`src/rtl/basic_axi4l_slave.sv`:
```
// basic_axi4l_slave: AXI4-Lite slave over a word-addressed register file.
// Write and read channels run independently; every response is OKAY.
module basic_axi4l_slave #(
    parameter int DATA_WIDTH = 8,
    parameter int ADDR_WIDTH = 2,
    parameter int PROT_WIDTH = 1
) (
    input  logic                    i_ACLK,
    input  logic                    i_ARESETN,
    input  logic [ADDR_WIDTH-1:0]   i_M_AWADDR,
    input  logic [PROT_WIDTH-1:0]   i_M_AWPROT,
    input  logic                    i_M_AWVALID,
    output logic                    o_S_AWREADY,
    input  logic [DATA_WIDTH-1:0]   i_M_WDATA,
    input  logic [DATA_WIDTH/8-1:0] i_M_WSTRB,
    input  logic                    i_M_WVALID,
    output logic                    o_S_WREADY,
    output logic [1:0]              o_S_BRESP,
    output logic                    o_S_BVALID,
    input  logic                    i_M_BREADY,
    input  logic [ADDR_WIDTH-1:0]   i_M_ARADDR,
    input  logic [PROT_WIDTH-1:0]   i_M_ARPROT,
    input  logic                    i_M_ARVALID,
    output logic                    o_S_ARREADY,
    output logic [DATA_WIDTH-1:0]   o_S_RDATA,
    output logic [1:0]              o_S_RRESP,
    output logic                    o_S_RVALID,
    input  logic                    i_M_RREADY
);
    localparam int DEPTH  = 1 << ADDR_WIDTH;
    localparam int STRB_W = DATA_WIDTH / 8;

    typedef enum logic [1:0] {WR_IDLE, WR_ADDR, WR_DATA, WR_RESP} wr_state_t;

    wr_state_t             wr_state_q, wr_state_d;
    logic                  awready_q, awready_d;
    logic                  wready_q, wready_d;
    logic                  bvalid_q, bvalid_d;
    logic [ADDR_WIDTH-1:0] aw_addr_q, aw_addr_d;
    logic [DATA_WIDTH-1:0] w_data_q, w_data_d;
    logic [STRB_W-1:0]     w_strb_q, w_strb_d;
    logic                  arready_q, arready_d;
    logic                  rvalid_q, rvalid_d;
    logic [DATA_WIDTH-1:0] rdata_q, rdata_d;
    logic [DATA_WIDTH-1:0] mem_q [DEPTH];
    logic [DATA_WIDTH-1:0] mem_d [DEPTH];
    logic                  aw_hs, w_hs, ar_hs, r_hs, commit;
    logic                  unused_prot;

    assign unused_prot = ^{i_M_AWPROT, i_M_ARPROT};

    assign aw_hs = i_M_AWVALID && awready_q;
    assign w_hs  = i_M_WVALID && wready_q;
    assign ar_hs = i_M_ARVALID && arready_q;
    assign r_hs  = rvalid_q && i_M_RREADY;

    always_comb begin
        wr_state_d = wr_state_q;
        awready_d  = awready_q;
        wready_d   = wready_q;
        bvalid_d   = bvalid_q;
        commit     = 1'b0;
        case (wr_state_q)
            WR_IDLE: begin
                if (aw_hs && w_hs) begin
                    commit     = 1'b1;
                    wr_state_d = WR_RESP;
                    awready_d  = 1'b0;
                    wready_d   = 1'b0;
                    bvalid_d   = 1'b1;
                end else if (aw_hs) begin
                    wr_state_d = WR_ADDR;
                    awready_d  = 1'b0;
                end else if (w_hs) begin
                    wr_state_d = WR_DATA;
                    wready_d   = 1'b0;
                end
            end
            WR_ADDR: begin
                if (w_hs) begin
                    commit     = 1'b1;
                    wr_state_d = WR_RESP;
                    wready_d   = 1'b0;
                    bvalid_d   = 1'b1;
                end
            end
            WR_DATA: begin
                if (aw_hs) begin
                    commit     = 1'b1;
                    wr_state_d = WR_RESP;
                    awready_d  = 1'b0;
                    bvalid_d   = 1'b1;
                end
            end
            WR_RESP: begin
                if (i_M_BREADY) begin
                    wr_state_d = WR_IDLE;
                    awready_d  = 1'b1;
                    wready_d   = 1'b1;
                    bvalid_d   = 1'b0;
                end
            end
            default: wr_state_d = WR_IDLE;
        endcase
        // The _d values fold in a same-edge handshake, so commit uses them directly.
        aw_addr_d = aw_hs ? i_M_AWADDR : aw_addr_q;
        w_data_d  = w_hs ? i_M_WDATA : w_data_q;
        w_strb_d  = w_hs ? i_M_WSTRB : w_strb_q;
    end

    always_comb begin
        mem_d = mem_q;
        for (int b = 0; b < STRB_W; b++) begin
            if (commit && w_strb_d[b]) mem_d[aw_addr_d][8*b +: 8] = w_data_d[8*b +: 8];
        end
    end

    // Read samples mem_q, so a same-edge write is not visible to the read.
    always_comb begin
        arready_d = ar_hs ? 1'b0 : (r_hs ? 1'b1 : arready_q);
        rvalid_d  = ar_hs ? 1'b1 : (r_hs ? 1'b0 : rvalid_q);
        rdata_d   = ar_hs ? mem_q[i_M_ARADDR] : rdata_q;
    end

    always_ff @(posedge i_ACLK) begin
        if (!i_ARESETN) begin
            wr_state_q <= WR_IDLE;
            awready_q  <= 1'b1;
            wready_q   <= 1'b1;
            bvalid_q   <= 1'b0;
            aw_addr_q  <= '0;
            w_data_q   <= '0;
            w_strb_q   <= '0;
            arready_q  <= 1'b1;
            rvalid_q   <= 1'b0;
            rdata_q    <= '0;
            for (int i = 0; i < DEPTH; i++) mem_q[i] <= '0;
        end else begin
            wr_state_q <= wr_state_d;
            awready_q  <= awready_d;
            wready_q   <= wready_d;
            bvalid_q   <= bvalid_d;
            aw_addr_q  <= aw_addr_d;
            w_data_q   <= w_data_d;
            w_strb_q   <= w_strb_d;
            arready_q  <= arready_d;
            rvalid_q   <= rvalid_d;
            rdata_q    <= rdata_d;
            mem_q      <= mem_d;
        end
    end

    assign o_S_AWREADY = awready_q;
    assign o_S_WREADY  = wready_q;
    assign o_S_BVALID  = bvalid_q;
    assign o_S_BRESP   = 2'b00;
    assign o_S_ARREADY = arready_q;
    assign o_S_RVALID  = rvalid_q;
    assign o_S_RDATA   = rdata_q;
    assign o_S_RRESP   = 2'b00;
endmodule

```
`config.mk`:
```
export PLATFORM = sky130hd
export DESIGN_NAME = basic_axi4l_slave
export DESIGN_NICKNAME = d
export VERILOG_FILES = /design/src/rtl/basic_axi4l_slave.sv
export SDC_FILE = /design/constraint.sdc
export NUM_CORES = 1
export LEC_CHECK = 0
export CAP_MARGIN = 10
export CORE_MARGIN = 4
export CORE_UTILIZATION = 50
export CTS_BUF_LIST = sky130_fd_sc_hd__clkbuf_4 sky130_fd_sc_hd__clkbuf_8
export CTS_CLUSTER_SIZE = 30
export DETAILED_ROUTE_END_ITERATION = 10
export PLACE_DENSITY = 0.78
export SYNTH_ARGS = -nofsm -noshare
export SYNTH_HDL_FRONTEND = slang
export SYNTH_SLANG_ARGS = --single-unit
```
`constraint.sdc`:
```
create_clock -name i_ACLK -period 1.7 [get_ports i_ACLK]
set_input_delay 0.51 -clock i_ACLK [delete_from_list [all_inputs] [get_ports i_ACLK]]
set_output_delay 0.51 -clock i_ACLK [all_outputs]
set_load 0.01 [all_outputs]
```
### After elaboration in Yosys (flattened, before gate mapping)

Cells that the tools add are included.

* reductions and logical operators: 15
* equal/unequal tests: 9
* mux-type cells: 37
* bitwise operators: 2
* $lt $le $gt $ge: 3

Operators by type and width (count)
* bitwise mux 32 bit: 1
* 2-to-1 mux 8 bit: 4
* 2-to-1 mux 1 bit: 18
* binary-select mux 8 bit (select 2 bit): 1
* demux 8 bit (select 2 bit): 1
* 2-to-1 mux 2 bit: 7
* case mux 1 bit (3 select lines): 3
* inequality test 2 bit (second input constant): 4
* case mux 2 bit (4 select lines): 1
* AND reduction 4 bit: 2
* logical AND 1 bit: 7
* greater-or-equal comparator 3 bit (second input constant): 2
* NOT 2 -> 3 bit: 2
* nonzero test 3 bit: 2
* == test 2 bit (second input constant): 2
* inequality test 4 bit (second input constant): 1
* case mux 1 bit (4 select lines): 1
* less-than comparator 3 x 1 -> 1 bit (second input constant): 1
* inequality test 3 bit (second input constant): 1
* AND reduction 3 bit: 1
* == test 2 x 1 -> 1 bit (second input constant): 1
* zero test 2 bit: 1
* AND reduction 2 bit: 1
* nonzero test 2 bit: 1

* register bits: 58
* output and inout bits: 17
* logic and storage cells: 80
* input bits: 22

### Depth between registers and ports, before layout

Gate-level depths: netlist of run 1.

* depth after elaboration: 8
* mapped depth: 7
* depth with buffers taken out: 6

### Least setup slack after synthesis of run 1

Ideal clock, no wire load.

* path type: reg2reg
* start: register wr_state_q[0]
* end: register mem_q[4] (netlist name)
* library setup time: 0.072 ns
* stages on the path, launching flop included: 8
* arrival time: 1.680 ns
* setup slack: -0.052 ns
* buffers on the path: 1
* cell sequence: dfxtp_1 inv_1 ha_1 inv_1 o311ai_4 and4b_1 buf_6 mux2i_1

* longest elaborated chain between the ends: 3
* elaborated cells on any way between the ends: 5
* those cells by class: eq/ne (2); mux (1); reduce/logical (2)

Ends and longest elaborated chain
* start, declared: RTL line 35 `wr_state_t wr_state_q, wr_state_d;`
* start signal, assigned: RTL line 139 `wr_state_q <= wr_state_d;`
* == test 2 bit, or another cell as far along: RTL line 63 `case (wr_state_q)`
* case mux 1 bit (3 select lines) (*): RTL line 63
* logical AND 1 bit (*): RTL line 114 `if (commit && w_strb_d[b]) mem_d[aw_addr_d][8*b +: 8] = w_data_d[8*b +: 8];`
* end signal, assigned: RTL line 149 `mem_q <= mem_d;`
* end, declared: RTL line 45 `logic [DATA_WIDTH-1:0] mem_q [DEPTH];`

Mark *: on every way between the ends. The rest lies on a longest branch, timed or not.
A chain may end at the register's enable or synchronous reset.

### Worst setup path after layout of run 1

* start: input port i_M_WVALID
* end: register mem_q[6] (netlist name)

* longest elaborated chain between the ends: 5
* elaborated cells on any way between the ends: 9
* those cells by class: mux (6); reduce/logical (3)

Ends and longest elaborated chain
* start, declared: RTL line 16 `input logic i_M_WVALID,`
* logical AND 1 bit (*): RTL line 53 `assign w_hs = i_M_WVALID && wready_q;`
* logical AND 1 bit: RTL line 65 `if (aw_hs && w_hs) begin`
* 2-to-1 mux 1 bit: RTL line 65
* case mux 1 bit (3 select lines): RTL line 63
* logical AND 1 bit: RTL line 114

Marked as above.

==> results.py, run 1 <==
metrics = {
    "critical_path": {
        "critical_path.max_fanout": 8,
        "arrival_ns": 1.91,
        "critical_path_required_ns": 1.96,
        "end_kind": "register",
        "r2r_setup_slack_ns": 0.07,
        "r2r_end": "mem_q[6]$_SDFFE_PN0P_",
        "r2r_cells": 7,
        "cp-startpoint": "i_M_WVALID",
        "worstReg2RegStart": "wr_state_q[0]$_SDFFE_PN0P_",
        "worstSetupStartpointType": "primary input",
        "critPathCapture": "mem_q[6]$_SDFFE_PN0P_",
        "crit_type": "primary input to register",
    },
    "route": {
        "viasPerCell": 5.22,
        "drtAntennaViolNets": 0,
        "drc": 0,
        "detail_route.wl_per_cell_um": 14.7,
        "totalWireLength_um": 5590,
        "dr.pass1.iters": 4,
        "drt_first_iter_violations": 87,
        "vias": 1984,
    },
    "final_layout": {
        "final_common_cell": "nand2_1",
        "drive_gt1_share_pct": 22.7,
        "nFillCells": 371,
        "diodes": 0,
        "seq_area_um2": 1160,
        "final_cell_mix": "60 x nand2_1, 55 x dfxtp_1, 32 x mux2i_1",
        "multiInputGateArea_um2": 1330,
        "nets": 335,
        "final_util_pct": 69.6,
        "area_growth_pct": 31.1,
    },
    "grt": {
        "overflow": 0,
        "grt_pass1_wl_um": 9120,
        "grt_pass1_vias": 1975,
        "use_met2_pct": 29.9,
        "grt_usage_pct": 19.0,
        "grt_util_met3_pct": 5.76,
        "antenna_found_initial": 0,
        "grt_max_degree": 30,
        "grt-busiest-layer": "met2",
        "grt_use_met1_pct": 23.3,
    },
    "place": {
        "hpwl_um": 3900,
        "port_buffers": 32,
        "finalWeightedCongestion": 0.824,
    },
    "floorplanning": {
        "start_util_pct": 53.1,
        "fp.coreArea_um2": 4880,
        "pin_count": 39,
        "die_area_um2": 6400,
        "die_y_um": 80.0,
        "rows": 25,
        "die_w_um": 80.0,
    },
    "clock_network": {
        "clk_latency_ns": 0.34,
        "cts_setup_buffers": 0,
        "cts_tree": "yes",
        "cts_hold_buf": 0,
        "cts_htree_levels": 3,
        "cts-buffers-inserted": 9,
        "clk_pin_slew_ns": 0.07,
        "cts_buffer_depth": 2,
        "cts_root_buf": "clkbuf_8",
        "clkSinkCount": 58,
    },
    "outcome": {
        "status": "completed",
    },
    "synthesis": {
        "yosysWarnings": 0,
        "postSynthAreaPerCell_um2": 10.1,
        "yosysUniqueCellTypes": 39,
        "ys_seq_area_share_pct": 44.8,
        "synth_top_flop_cell": "dfxtp_1",
        "async_flop_share_pct": 0,
        "synth_top_cell_by_area": "dfxtp_1",
        "synth.area.top_cells": "dfxtp_1 45%, mux2i_1 12%, nand2_1 8.7%",
        "synth_edf_count": 0,
        "synthCells": 257,
        "ys_ff_latch": 58,
        "synth_area_um2": 2590,
        "synth_top_area_share_pct": 44.8,
    },
    "hold_path": {
        "min_from": "o_S_RDATA[5]$_SDFFE_PN0P_",
        "hold_path_class": "register to register",
    },
    "flow_run": {
        "drv_cap": 0,
    },
    "timing": {
        "period_share_pct": 96.8,
        "period_minus_slack_ns": 1.64,
        "tns_ns": 0,
        "slew_violations": 0,
        "timing.fmax_mhz": 608,
        "skew_ns": 0.00805,
        "setup_violations": 0,
        "hold_violations": 0,
    },
    "power_and_ir_drop": {
        "p_leak_uw": 0.00155,
        "power.density_nw_per_um2": 1120,
        "power.total_uw": 3810,
        "peakVddDrop_mv": 0.489,
    },
}
-- power by group --
group	switching, uW	internal [uW]
combinational	439	436
clock	547	876
sequential	64.9	1440
total	1050	2750
-- flip-flops by register name (all words and copies together), names as in the netlist --
register,cells
o_S_AWREADY,1
aw_addr_q,2
o_S_RDATA,8
wr_state_q,2
o_S_BVALID,1
o_S_RVALID,1
mem_q,32
w_strb_q,1
o_S_WREADY,1
o_S_ARREADY,1
w_data_q,8
-- cells by family after synthesis --
kind of cell	synth area share [%]
and+or+nand+nor	14.8
DFF	44.8
muxes	23.7
AOI/OAI and AO/OA	8.69
buffers and inverters	5.46
adders and majority gates	2.41
other	0.145
-- critical path, cell delays in order --
cell           delay (ns)
dlygate4sd2_1        0.33
nand2_2              0.11
o311ai_4             0.31
and4b_1              0.29
buf_12               0.15
mux2i_1              0.20
-- cell usage after synthesis (2+ instances only) --
cell type and n:
dfxtp_1 58, nand4_4 2, nor2_1 2, buf_2 2
mux4_2 8, buf_4 5, clkbuf_1 8, inv_1 14
mux2i_1 32, mux2_2 8, nor3_1 2, a21oi_1 18
nand3_1 4, nand2_1 60, ha_1 5, o21ai_0 6
-- routing by layer --
metal | vias to the layer above | wire length, um
met3 | 15 | 307
met4 | 0 | 131
li1 | 976 | -
met1 | 949 | 2490
met2 | 44 | 2670
met5 | - | 0
-- how the worst min path moves through the flow --
stage / endpoint / cells past startpoint / slack, ns
floorplan: mem_q[0]$_SDFFE_PN0P_ / 2 / 0.43
global placement: o_S_RDATA[1]$_SDFFE_PN0P_ / 2 / 0.44
detailed placement: o_S_RDATA[5]$_SDFFE_PN0P_ / 2 / 0.44
CTS: o_S_RDATA[5]$_SDFFE_PN0P_ / 2 / 0.45
global route: mem_q[20]$_SDFFE_PN0P_ / 2 / 0.48
finish: o_S_RDATA[5]$_SDFFE_PN0P_ / 2 / 0.45
-- metrics by stage --
step	std cells	setup WS, ns	area, um2	hold WS [ns]
6_report	380	0.0551	3400	0.450
5_1_grt	380	-0.0296	3400	0.475
4_1_cts	380	0.00436	3360	0.451
3_5_place_dp	364	-0.519	3150	0.444
3_3_place_gp	364	-0.468	3150	0.441
2_1_floorplan	260	0.0135	2600	0.432
-- what timing repair did --
item | in CTS | in global routing
gates cloned | 0 | 0
gates resized for setup | 17 | 12
setup endpoints to repair | 53 | 32
pin swaps | 1 | 3
-- area by class of cell --
| type | count | share of cell area (%) |
|---|---|---|
| Multi-Input combinational cell | 172 | 39.1 |
| Sequential cell | 58 | 34.3 |
| Timing Repair Buffer | 53 | 16.1 |
| Clock buffer | 11 | 4.27 |
| Tap cell | 67 | 2.47 |
| Clock inverter | 5 | 2.28 |
| Inverter | 14 | 1.55 |
Power figures use the tool's default switching activity.
==> run 2: changes to the inputs <==
Settings changed: DONT_BUFFER_PORTS from default to 1, PLACE_DENSITY 0.78 to 0.68.
==> run 2 against run 1 <==
Clock power decreased by 20%; largest power group unchanged; first-iteration DRC count increased by 38%; worst hold slack got worse by 0.17 ns; via count decreased by 9.0%; critical path depth increased by 1; critical path type is now register to register.
==> results.py, run 2 (same netlist as run 1, synthesis figures left out) <==
metrics = {
    "critical_path": {
        "arrival_ns": 1.80,
        "crit_type": "register to register",
        "cpLargestDelayFamily": "flip-flops",
        "cp_num_buf_inv": 3,
        "worstSetupStartpointType": "register",
        "crit_chain": "inv_4 -> ha_4 -> inv_2 -> o311ai_4 -> buf_6 -> nand4_4 -> mux2i_1",
        "r2r_setup_slack_ns": 0.10,
        "critPathMaxStageDelay_ns": 0.36,
        "r2r_cells": 7,
        "r2r_end": "mem_q[16]$_SDFFE_PN0P_",
        "worstReg2RegStart": "wr_state_q[1]$_SDFFE_PN0P_",
        "critical_path_required_ns": 1.90,
        "critical_path.max_fanout": 8,
        "end_kind": "register",
        "cpMaxStageDelayCell": "dfxtp_4",
    },
    "hold_path": {
        "min_from": "i_ARESETN",
        "hold_path_class": "primary input to register",
        "whs_endpoint": "o_S_ARREADY$_SDFFE_PN1P_",
        "hold-path-cell-count": 1,
    },
    "clock_network": {
        "cts_htree_levels": 3,
        "cts_buffer_depth": 2,
        "cts_hold_buf": 0,
        "clk_pin_slew_ns": 0.06,
        "clk_latency_ns": 0.33,
        "cts-buffers-inserted": 9,
        "cts_tree": "yes",
        "cts_root_buf": "clkbuf_8",
        "clkSinkCount": 58,
    },
    "timing": {
        "skew_ns": 0.00600,
        "slew_violations": 0,
        "setup_violations": 0,
        "timing.fmax_mhz": 626,
        "period_share_pct": 94.0,
        "tns_ns": 0,
        "period_minus_slack_ns": 1.60,
        "hold_violations": 0,
    },
    "grt": {
        "grt_pass1_vias": 1732,
        "overflow": 0,
        "grt_max_degree": 46,
        "grt_pass1_wl_um": 8420,
        "antenna_found_initial": 0,
        "grt_usage_pct": 17.5,
    },
    "power_and_ir_drop": {
        "peakVddDrop_mv": 0.892,
        "p_leak_uw": 0.00129,
        "power.density_nw_per_um2": 1150,
        "power.total_uw": 3350,
    },
    "final_layout": {
        "final_common_cell": "nand2_1",
        "seq_area_um2": 1170,
        "nFillCells": 418,
        "drive_gt1_share_pct": 21.8,
        "nets": 295,
        "largest_register_ffs": 32,
        "regMostFlops": "mem_q",
        "diodes": 0,
        "multiInputGateArea_um2": 1310,
        "final_cell_mix": "60 x nand2_1, 56 x dfxtp_1, 32 x mux2i_1",
        "area_growth_pct": 12.3,
    },
    "floorplanning": {
        "die_w_um": 80.0,
        "rows": 25,
        "die_area_um2": 6400,
        "start_util_pct": 53.1,
        "die_y_um": 80.0,
        "pin_count": 39,
        "fp.coreArea_um2": 4880,
    },
    "route": {
        "dr.pass1.iters": 4,
        "drc": 0,
        "drtAntennaViolNets": 0,
        "drt_first_iter_violations": 120,
        "totalWireLength_um": 5070,
        "viasPerCell": 5.34,
        "vias": 1806,
        "detail_route.wl_per_cell_um": 15.0,
    },
    "place": {
        "hpwl_um": 3510,
        "finalWeightedCongestion": 0.713,
        "port_buffers": 0,
    },
    "outcome": {
        "status": "completed",
    },
    "flow_run": {
        "drv_cap": 0,
    },
}
## run 2: layout make-up
class / instances / share of cell area (%)
tap: 67 / 2.88
multi-input combinational: 172 / 45.1
clock inverter: 2 / 0.430
clock buffer: 12 / 5.68
sequential: 58 / 40.1
timing repair buffer: 13 / 3.91
inverter: 14 / 1.89
## run 2: stage by stage
step | worst slack, ns | cells | hold slack [ns] | area, um2 | utilization (%)
6_report | 0.102 | 338 | 0.276 | 2910 | 59.6
2_1_floorplan | 0.0135 | 260 | 0.432 | 2600 | -
3_5_place_dp | -0.00139 | 322 | 0.448 | 2690 | 55.2
5_1_grt | -0.0115 | 338 | 0.257 | 2910 | 59.6
4_1_cts | 0.00273 | 336 | 0.259 | 2870 | 58.9
3_3_place_gp | 0.0448 | 322 | 0.439 | 2690 | 55.2
## run 2: where the power goes
group | leakage (uW) | switching (uW) | internal, uW
Sequential | 0.000472 | 66.2 | 1440
Combinational | 0.000728 | 361 | 347
Clock | 0.0000903 | 501 | 629
Total | 0.00129 | 928 | 2420
## run 2: routing by layer
layer	global-route usage, %	part of all wire, %	vias up
met3	5.64	6.3	7
li1	-	-	902
met2	24.9	44	42
met4	7.60	1.5	0
met1	24.0	48	855
met5	0	0	-
## run 2: repair_timing
action,CTS,global route
pin swaps,0,2
setup buffers,0,2
endpoints found under the setup margin,2,25
resized for setup,1,9
## run 2: worst max path at each step
stage / from / to / cells past startpoint
finish: wr_state_q[1]$_SDFFE_PN0P_ / mem_q[16]$_SDFFE_PN0P_ / 7
CTS: wr_state_q[1]$_SDFFE_PN0P_ / mem_q[16]$_SDFFE_PN0P_ / 7
global route: wr_state_q[1]$_SDFFE_PN0P_ / mem_q[19]$_SDFFE_PN0P_ / 7
floorplan: wr_state_q[0]$_SDFFE_PN0P_ / mem_q[4]$_SDFFE_PN0P_ / 7
detailed placement: wr_state_q[1]$_SDFFE_PN0P_ / mem_q[16]$_SDFFE_PN0P_ / 7
global placement: wr_state_q[0]$_SDFFE_PN0P_ / mem_q[16]$_SDFFE_PN0P_ / 7
